$ cat src/rtl/i2c_pkg.sv
// Shared types and constants for the I2C target receiver.
// Holds the state encoding, the address/byte widths, the position of the
// R/W bit inside the address byte, and a small address-compare helper.
package i2c_pkg;

    localparam int I2C_ADDR_W = 7;
    localparam int I2C_BYTE_W = 8;
    // R/W flag sits in the LSB of the first byte after START (1 = read)
    localparam int I2C_RW_BIT = 0;

    typedef enum logic [3:0] {
        ST_IDLE     = 4'd0,
        ST_ADDR     = 4'd1,
        ST_ADDR_ACK = 4'd2,
        ST_REG      = 4'd3,
        ST_REG_ACK  = 4'd4,
        ST_DATA     = 4'd5,
        ST_DATA_ACK = 4'd6,
        ST_RD       = 4'd7,
        ST_RD_ACK   = 4'd8,
        ST_IGNORE   = 4'd9
    } i2c_state_e;

    // True when the upper seven bits of a received first byte name this device
    function automatic logic i2c_addr_hit(input logic [I2C_BYTE_W-1:0] byte_in,
                                          input logic [I2C_ADDR_W-1:0] dev_addr);
        return (byte_in[I2C_BYTE_W-1:1] == dev_addr);
    endfunction

endpackage

$ cat src/rtl/i2c_line_sync.sv
// SCL/SDA line conditioning for the I2C target.
// Each raw pad line runs through SYNC_STAGES flops, then one more flop that
// serves as the edge detector. START/STOP are SDA edges seen while SCL was
// high on both the current and the previous synchronized sample.
// Flops reset to 1 so a released (idle) bus produces no spurious events.
module i2c_line_sync #(
    parameter int SYNC_STAGES = 2
) (
    input  logic clk,
    input  logic rst_n,
    input  logic i_scl,
    input  logic i_sda,
    output logic o_sda,
    output logic o_scl_rise,
    output logic o_scl_fall,
    output logic o_start,
    output logic o_stop
);

    logic [SYNC_STAGES-1:0] r_scl_sync;
    logic [SYNC_STAGES-1:0] r_sda_sync;
    logic                   r_scl_prev;
    logic                   r_sda_prev;
    logic                   w_scl;
    logic                   w_sda;

    // Metastability chains for both pad inputs
    always_ff @(posedge clk or negedge rst_n) begin
        if (!rst_n) begin
            r_scl_sync <= '1;
            r_sda_sync <= '1;
        end else begin
            r_scl_sync <= {r_scl_sync[SYNC_STAGES-2:0], i_scl};
            r_sda_sync <= {r_sda_sync[SYNC_STAGES-2:0], i_sda};
        end
    end

    // One-sample history of the synchronized lines for edge detection
    always_ff @(posedge clk or negedge rst_n) begin
        if (!rst_n) begin
            r_scl_prev <= 1'b1;
            r_sda_prev <= 1'b1;
        end else begin
            r_scl_prev <= w_scl;
            r_sda_prev <= w_sda;
        end
    end

    assign w_scl      = r_scl_sync[SYNC_STAGES-1];
    assign w_sda      = r_sda_sync[SYNC_STAGES-1];
    assign o_sda      = w_sda;
    assign o_scl_rise = w_scl & ~r_scl_prev;
    assign o_scl_fall = ~w_scl & r_scl_prev;
    assign o_start    = r_scl_prev & w_scl & r_sda_prev & ~w_sda;
    assign o_stop     = r_scl_prev & w_scl & ~r_sda_prev & w_sda;

endmodule

$ cat src/rtl/i2c_target.sv
// I2C target receiver: decodes START/STOP, matches a 7-bit device address,
// latches a register pointer and strobes one write per data byte with
// pointer auto-increment (wrapping 0xFF -> 0x00).
// Optional feature macro: I2C_TARGET_READ_EN adds the read path (RD/RD_ACK).
// Host write port: wr_valid is a one-cycle strobe with no back-pressure;
// wr_addr/wr_data are valid with it and hold until the next strobe.
// Every register update that touches the bus happens on synchronized SCL
// events, so sda_oe only ever moves while SCL is low and SCL is never held.
module i2c_target
    import i2c_pkg::*;
#(
    parameter logic [I2C_ADDR_W-1:0] ADDR        = 7'h10,
    parameter int                    SYNC_STAGES = 2
) (
    input  logic                  clk,
    input  logic                  rst_n,
    input  logic                  scl_in,
    input  logic                  sda_in,
    output logic                  sda_oe,
    output logic                  wr_valid,
    output logic [I2C_BYTE_W-1:0] wr_addr,
    output logic [I2C_BYTE_W-1:0] wr_data,
    output logic [I2C_BYTE_W-1:0] rd_addr,
    input  logic [I2C_BYTE_W-1:0] rd_data,
    output logic                  busy,
    output i2c_state_e            o_dbg_state
);

    i2c_state_e            r_state;
    i2c_state_e            w_next_state;
    logic                  w_sda;
    logic                  w_scl_rise;
    logic                  w_scl_fall;
    logic                  w_start;
    logic                  w_stop;
    logic [3:0]            r_bit_cnt;
    logic [3:0]            w_bit_cnt_n;
    logic [6:0]            r_shift;
    logic [6:0]            w_shift_n;
    logic [I2C_BYTE_W-1:0] r_ptr;
    logic [I2C_BYTE_W-1:0] w_ptr_n;
    logic [I2C_BYTE_W-1:0] r_wr_addr;
    logic [I2C_BYTE_W-1:0] w_wr_addr_n;
    logic [I2C_BYTE_W-1:0] r_wr_data;
    logic [I2C_BYTE_W-1:0] w_wr_data_n;
    logic                  r_sda_oe;
    logic                  w_sda_oe_n;
    logic                  r_busy;
    logic                  w_busy_n;
    logic                  r_wr_valid;
    logic                  w_wr_valid_n;
    logic [I2C_BYTE_W-1:0] w_byte_in;
    logic                  w_last_bit;
    logic                  w_addr_hit;
`ifdef I2C_TARGET_READ_EN
    logic                  r_rw;
    logic                  w_rw_n;
    logic                  r_rd_load;
    logic                  w_rd_load_n;
`else
    logic                  w_unused_rd;
    assign w_unused_rd = ^rd_data;
`endif

    i2c_line_sync #(
        .SYNC_STAGES (SYNC_STAGES)
    ) u_line_sync (
        .clk        (clk),
        .rst_n      (rst_n),
        .i_scl      (scl_in),
        .i_sda      (sda_in),
        .o_sda      (w_sda),
        .o_scl_rise (w_scl_rise),
        .o_scl_fall (w_scl_fall),
        .o_start    (w_start),
        .o_stop     (w_stop)
    );

    // The byte as it stands once the bit sampled on this rise is shifted in
    assign w_byte_in  = {r_shift, w_sda};
    assign w_last_bit = (r_bit_cnt == 4'd7);
    assign w_addr_hit = i2c_addr_hit(w_byte_in, ADDR);

    // State register
    always_ff @(posedge clk or negedge rst_n) begin
        if (!rst_n) begin
            r_state <= ST_IDLE;
        end else begin
            r_state <= w_next_state;
        end
    end

    // Next-state decode; START and STOP override every state
    always_comb begin
        w_next_state = r_state;
        if (w_start) begin
            w_next_state = ST_ADDR;
        end else if (w_stop) begin
            w_next_state = ST_IDLE;
        end else begin
            case (r_state)
                ST_ADDR: begin
                    if (w_scl_rise && w_last_bit) begin
                        if (w_addr_hit && !w_byte_in[I2C_RW_BIT]) begin
                            w_next_state = ST_ADDR_ACK;
`ifdef I2C_TARGET_READ_EN
                        end else if (w_addr_hit) begin
                            w_next_state = ST_ADDR_ACK;
`endif
                        end else begin
                            w_next_state = ST_IGNORE;
                        end
                    end
                end
                ST_ADDR_ACK: begin
                    // Second fall in an ACK state closes the ACK bit slot
                    if (w_scl_fall && r_sda_oe) begin
`ifdef I2C_TARGET_READ_EN
                        w_next_state = r_rw ? ST_RD : ST_REG;
`else
                        w_next_state = ST_REG;
`endif
                    end
                end
                ST_REG: begin
                    if (w_scl_rise && w_last_bit) w_next_state = ST_REG_ACK;
                end
                ST_REG_ACK: begin
                    if (w_scl_fall && r_sda_oe) w_next_state = ST_DATA;
                end
                ST_DATA: begin
                    if (w_scl_rise && w_last_bit) w_next_state = ST_DATA_ACK;
                end
                ST_DATA_ACK: begin
                    if (w_scl_fall && r_sda_oe) w_next_state = ST_DATA;
                end
`ifdef I2C_TARGET_READ_EN
                ST_RD: begin
                    if (w_scl_fall && (r_bit_cnt == 4'd8)) w_next_state = ST_RD_ACK;
                end
                ST_RD_ACK: begin
                    // A released SDA on the controller's bit is a NACK
                    if (w_scl_rise && w_sda) begin
                        w_next_state = ST_IGNORE;
                    end else if (w_scl_fall) begin
                        w_next_state = ST_RD;
                    end
                end
`endif
                default: w_next_state = r_state;
            endcase
        end
    end

    // Output/datapath decode: next values of the shifter, pointer, strobe and SDA drive
    always_comb begin
        w_bit_cnt_n  = r_bit_cnt;
        w_shift_n    = r_shift;
        w_ptr_n      = r_ptr;
        w_wr_addr_n  = r_wr_addr;
        w_wr_data_n  = r_wr_data;
        w_sda_oe_n   = r_sda_oe;
        w_busy_n     = r_busy;
        w_wr_valid_n = 1'b0;
`ifdef I2C_TARGET_READ_EN
        w_rw_n       = r_rw;
        w_rd_load_n  = (w_next_state == ST_RD) && (r_state != ST_RD);
`endif
        if (w_start || w_stop) begin
            // Any partial byte is dropped; the pointer is kept
            w_bit_cnt_n = '0;
            w_sda_oe_n  = 1'b0;
            w_busy_n    = 1'b0;
        end else begin
            case (r_state)
                ST_ADDR, ST_REG, ST_DATA: begin
                    if (w_scl_rise) begin
                        w_shift_n   = w_byte_in[6:0];
                        w_bit_cnt_n = r_bit_cnt + 4'd1;
                        if (w_last_bit) begin
                            w_bit_cnt_n = '0;
                            if (r_state == ST_ADDR) begin
`ifdef I2C_TARGET_READ_EN
                                w_rw_n = w_byte_in[I2C_RW_BIT];
`endif
                                if (w_next_state == ST_ADDR_ACK) w_busy_n = 1'b1;
                            end else if (r_state == ST_REG) begin
                                w_ptr_n = w_byte_in;
                            end else begin
                                w_wr_valid_n = 1'b1;
                                w_wr_addr_n  = r_ptr;
                                w_wr_data_n  = w_byte_in;
                                w_ptr_n      = r_ptr + 8'd1;
                            end
                        end
                    end
                end
                ST_ADDR_ACK, ST_REG_ACK, ST_DATA_ACK: begin
                    // First fall grabs SDA, the next fall lets it go
                    if (w_scl_fall) w_sda_oe_n = ~r_sda_oe;
                end
`ifdef I2C_TARGET_READ_EN
                ST_RD: begin
                    if (r_rd_load) begin
                        w_shift_n  = rd_data[6:0];
                        w_sda_oe_n = ~rd_data[7];
                    end else if (w_scl_rise) begin
                        w_bit_cnt_n = r_bit_cnt + 4'd1;
                    end else if (w_scl_fall) begin
                        if (r_bit_cnt == 4'd8) begin
                            w_sda_oe_n  = 1'b0;
                            w_bit_cnt_n = '0;
                        end else begin
                            w_sda_oe_n = ~r_shift[6];
                            w_shift_n  = {r_shift[5:0], 1'b0};
                        end
                    end
                end
                ST_RD_ACK: begin
                    if (w_scl_rise && !w_sda) w_ptr_n = r_ptr + 8'd1;
                end
`endif
                default: begin
                    w_sda_oe_n = 1'b0;
                end
            endcase
        end
    end

    // Datapath registers; reset releases SDA immediately
    always_ff @(posedge clk or negedge rst_n) begin
        if (!rst_n) begin
            r_bit_cnt  <= '0;
            r_shift    <= '0;
            r_ptr      <= '0;
            r_wr_addr  <= '0;
            r_wr_data  <= '0;
            r_sda_oe   <= 1'b0;
            r_busy     <= 1'b0;
            r_wr_valid <= 1'b0;
        end else begin
            r_bit_cnt  <= w_bit_cnt_n;
            r_shift    <= w_shift_n;
            r_ptr      <= w_ptr_n;
            r_wr_addr  <= w_wr_addr_n;
            r_wr_data  <= w_wr_data_n;
            r_sda_oe   <= w_sda_oe_n;
            r_busy     <= w_busy_n;
            r_wr_valid <= w_wr_valid_n;
        end
    end

`ifdef I2C_TARGET_READ_EN
    // Read-path control flops
    always_ff @(posedge clk or negedge rst_n) begin
        if (!rst_n) begin
            r_rw      <= 1'b0;
            r_rd_load <= 1'b0;
        end else begin
            r_rw      <= w_rw_n;
            r_rd_load <= w_rd_load_n;
        end
    end
`endif

    assign sda_oe      = r_sda_oe;
    assign wr_valid    = r_wr_valid;
    assign wr_addr     = r_wr_addr;
    assign wr_data     = r_wr_data;
    assign rd_addr     = r_ptr;
    assign busy        = r_busy;
    assign o_dbg_state = r_state;

endmodule

$ cat config.mk
export PLATFORM = sky130hd
export DESIGN_NAME = i2c_target
export DESIGN_NICKNAME = d
export VERILOG_FILES = /design/src/rtl/i2c_pkg.sv /design/src/rtl/i2c_line_sync.sv /design/src/rtl/i2c_target.sv
export SDC_FILE = /design/constraint.sdc
export NUM_CORES = 1
export LEC_CHECK = 0
export BUFFER_PORTS_ARGS = -buffer_cell sky130_fd_sc_hd__buf_2
export CAP_MARGIN = 40
export CORE_MARGIN = 2
export CORE_UTILIZATION = 50
export DETAILED_ROUTE_END_ITERATION = 16
export GPL_TIMING_DRIVEN = 0
export PLACE_DENSITY = 0.82
export SLEW_MARGIN = 30
export SYNTH_ARGS = -nofsm -noshare
export SYNTH_HDL_FRONTEND = slang
export SYNTH_HIERARCHICAL = 1
export SYNTH_SLANG_ARGS = --single-unit
$ cat constraint.sdc
create_clock -name clk -period 2.58 [get_ports clk]
set_input_delay 0.516 -clock clk [delete_from_list [all_inputs] [get_ports clk]]
set_output_delay 0.516 -clock clk [all_outputs]
set_load 0.03 [all_outputs]
==> flow_summary.toml <==
[outcome]
outcome = "finished clean"

[timing]
worst_pin_slew_ps = 701
maxSlewHeadroom_pct = 52.1
final-setup-viol-count = 0
rsz0062_at_grt = "false"
post-route-min-period_ps = 2290
finalSetupTns_ps = 0
post-route-period-util_pct = 88.8
max_clock_freq_mhz = 436
hold_viol_final = 0
fin_skew_ps = 5.38
drv_slew = 0

[layout]
area_growth_pct = 14.7
seq_area_um2 = 1210
multi_input_area_um2 = 961
final_core_util_pct = 59.3
drive_above_1_share_pct = 37.8
n_fill_cell = 353
final_nets = 238
num_antenna_cells = 0

[worst_hold_path]
hp-class = "input port to async pin"

[pwr]
peakVddDrop_mv = 0.415
power_per_cell_area_nw_per_um2 = 621
p_leak_nw = 1.30

[floorplan]
fp.dieH_um = 71.1
die-area_um2 = 5060
core_area_um2 = 4350
io-pin-count = 43
start_util_pct = 51.7
die_w_um = 71.1
num_rows = 24

[worst_setup_path]
cp-start-kind = "flop"
rr_worst_depth = 7
critical_path.max_fanout = 10
crit_type = "flop to flop"
endpoint_kind = "flop"
r2r-end = "wr_data[6]"
r2r_start = "u_line_sync/r_scl_sync[1]"
cp.arrival_ps = 2480
cp_data_required_time_ps = 2770
r2r_slack_ps = 290

[detailed_routing]
vias = 1596
post-route-drc-count = 0
drt_iter0_markers = 108
via_per_inst = 5.76
wirelength_mm = 4.24
final_antenna_net_count = 0
drtPass1Iterations = 4
avgRoutedWirePerCell_um = 15.3

[global_route]
grt.total_usage_pct = 18.0
grt_max_degree = 49
antenna_found_initial = 0
grt_pass1_vias = 1522
grt_overflow = 0
grt_pass1_wl_mm = 7.07

[cts]
clk_latency_ps = 300
clock_sinks = 48
cts-root-buf = "clkbuf_8"
h-tree-depth = 2
cts_resized = 0
cts_tree = "built"
ctsLongestPathBuffers = 2
postCtsHoldBufs = 0
post_cts_buffers = 0
cts-buffers-inserted = 5
clkTransAtPathRegs_ps = 80

[place]
dp_hpwl_mm = 2.98
gp_congestion = 0.868
place.port_buffers = 34

[synth]
synth_cells = 183
syn-cell-area_um2 = 2250
ys_top_cells_by_area = "dfrtp_1 (47%), dfstp_2 (7.0%), mux2_4 (6.7%)"
synth_area_leader_cell = "dfrtp_1"
ys.flop_type = "dfrtp_1"
synth_edf_count = 0
async_reset_ff_share_pct = 100
synth-warning-count = 6
syn_area_per_cell_um2 = 12.3
yosys_register_bits = 48
synth_top_area_share_pct = 46.7
yosysSeqAreaShare_pct = 53.7
ys_types = 52
synth_nets = 197

[flow_run]
maxCapViolCount = 0
==> logic make-up (layout without fill, tap and decap cells) <==
family | after synthesis | in the layout | share of synthesized area (%)
DFF | 48 | 48 | 53.7
muxes | 28 | 28 | 15.4
and+or+nand+nor | 54 | 54 | 15.1
adders and majority gates | 2 | 2 | 1.11
AOI/OAI and AO/OA | 36 | 36 | 10.3
buffers and inverters | 13 | 55 | 3.67
xor gates and xnor gates | 2 | 2 | 0.778
==> how the worst max path moves through the flow <==
stage	start	endpoint	slack [ps]	depth (start not counted)
floorplan	u_line_sync/r_scl_sync[1]	wr_addr[0]	510	7
global placement	u_line_sync/r_scl_sync[1]	wr_addr[0]	300	7
detailed placement	u_line_sync/r_sda_sync[1]	rd_addr[0]	310	7
CTS	u_line_sync/r_sda_sync[1]	rd_addr[0]	280	7
global route	u_line_sync/r_sda_sync[1]	rd_addr[0]	50	7
finish	u_line_sync/r_scl_sync[1]	wr_data[6]	290	7
==> layer usage <==
layer / vias up / global-route usage [%] / part of all wire [%]
met5: - / 0 / 0
met4: 0 / 6.92 / 1.7
met3: 7 / 4.70 / 4.5
met2: 38 / 29.9 / 48
met1: 781 / 22.6 / 46
li1: 770 / - / -
==> cell usage after synthesis, drive strengths merged, types with 3 or more instances <==
library cell  number
dfrtp             42
mux2              23
a21oi             11
nor2              10
buf                8
nand2              8
o21ai              7
dfstp              6
nand3              6
mux2i              5
inv                4
nor4               4
a31oi              3
and3               3
nand3b             3
nor2b              3
nor3               3
==> final cells by class <==
class	instances	area share (%)
Buffer	9	2.62
Clock buffer	7	3.34
Timing Repair Buffer	34	6.68
Clock inverter	1	0.291
Tap cell	52	2.52
Inverter	4	0.581
Multi-Input combinational cell	122	37.2
Sequential cell	48	46.8
==> critical path, cell delays in order, from the launching register on <==
cell	delay [ps]
dfstp_2	570
nor2b_1	280
and3b_2	290
nand3_4	140
a311o_1	310
buf_6	150
buf_12	150
mux2_4	300
==> stage by stage <==
step	cell area, um2	std cells	power, mW	hold WS [ps]	worst slack (ps)
CTS	2580	277	1.62	232	278
global placement	2490	269	1.14	346	304
detailed placement	2490	269	1.16	347	308
floorplan	2250	183	1.08	220	506
finish	2580	277	1.60	213	289
global route	2580	277	1.69	250	46.5
==> where the power goes <==
part,total [mW],internal [mW],switching [mW]
sequential,0.944,0.842,0.102
clock,0.460,0.218,0.242
combinational,0.200,0.0999,0.100
total,1.60,1.16,0.444
==> placed cells by master, fill, tap and decap left out, drive strengths merged, types with 2 or more instances in the layout <==
cell and n:
and4b 2, inv 4, and3 3, nand3 6, clkbuf 8, buf 42, nor2b 3, mux2i 5
a2bb2oi 2, mux2 23, o21ai 7, nor3 3, dfstp 6, nor2 10, o22ai 2, dfrtp 42
nand3b 3, ha 2, a31oi 3, nor4 4, a21oi 11, nand2b 2, nand2 8
==> state kept, by name, indices dropped and copies added, names as in the netlist, 2 cells and up <==
signal / count
o_dbg_state: 4
r_bit_cnt: 4
r_shift: 7
rd_addr: 8
u_line_sync/r_scl_sync: 2
u_line_sync/r_sda_sync: 2
wr_addr: 8
wr_data: 8
No activity file was read; power rests on OpenSTA's default activity.
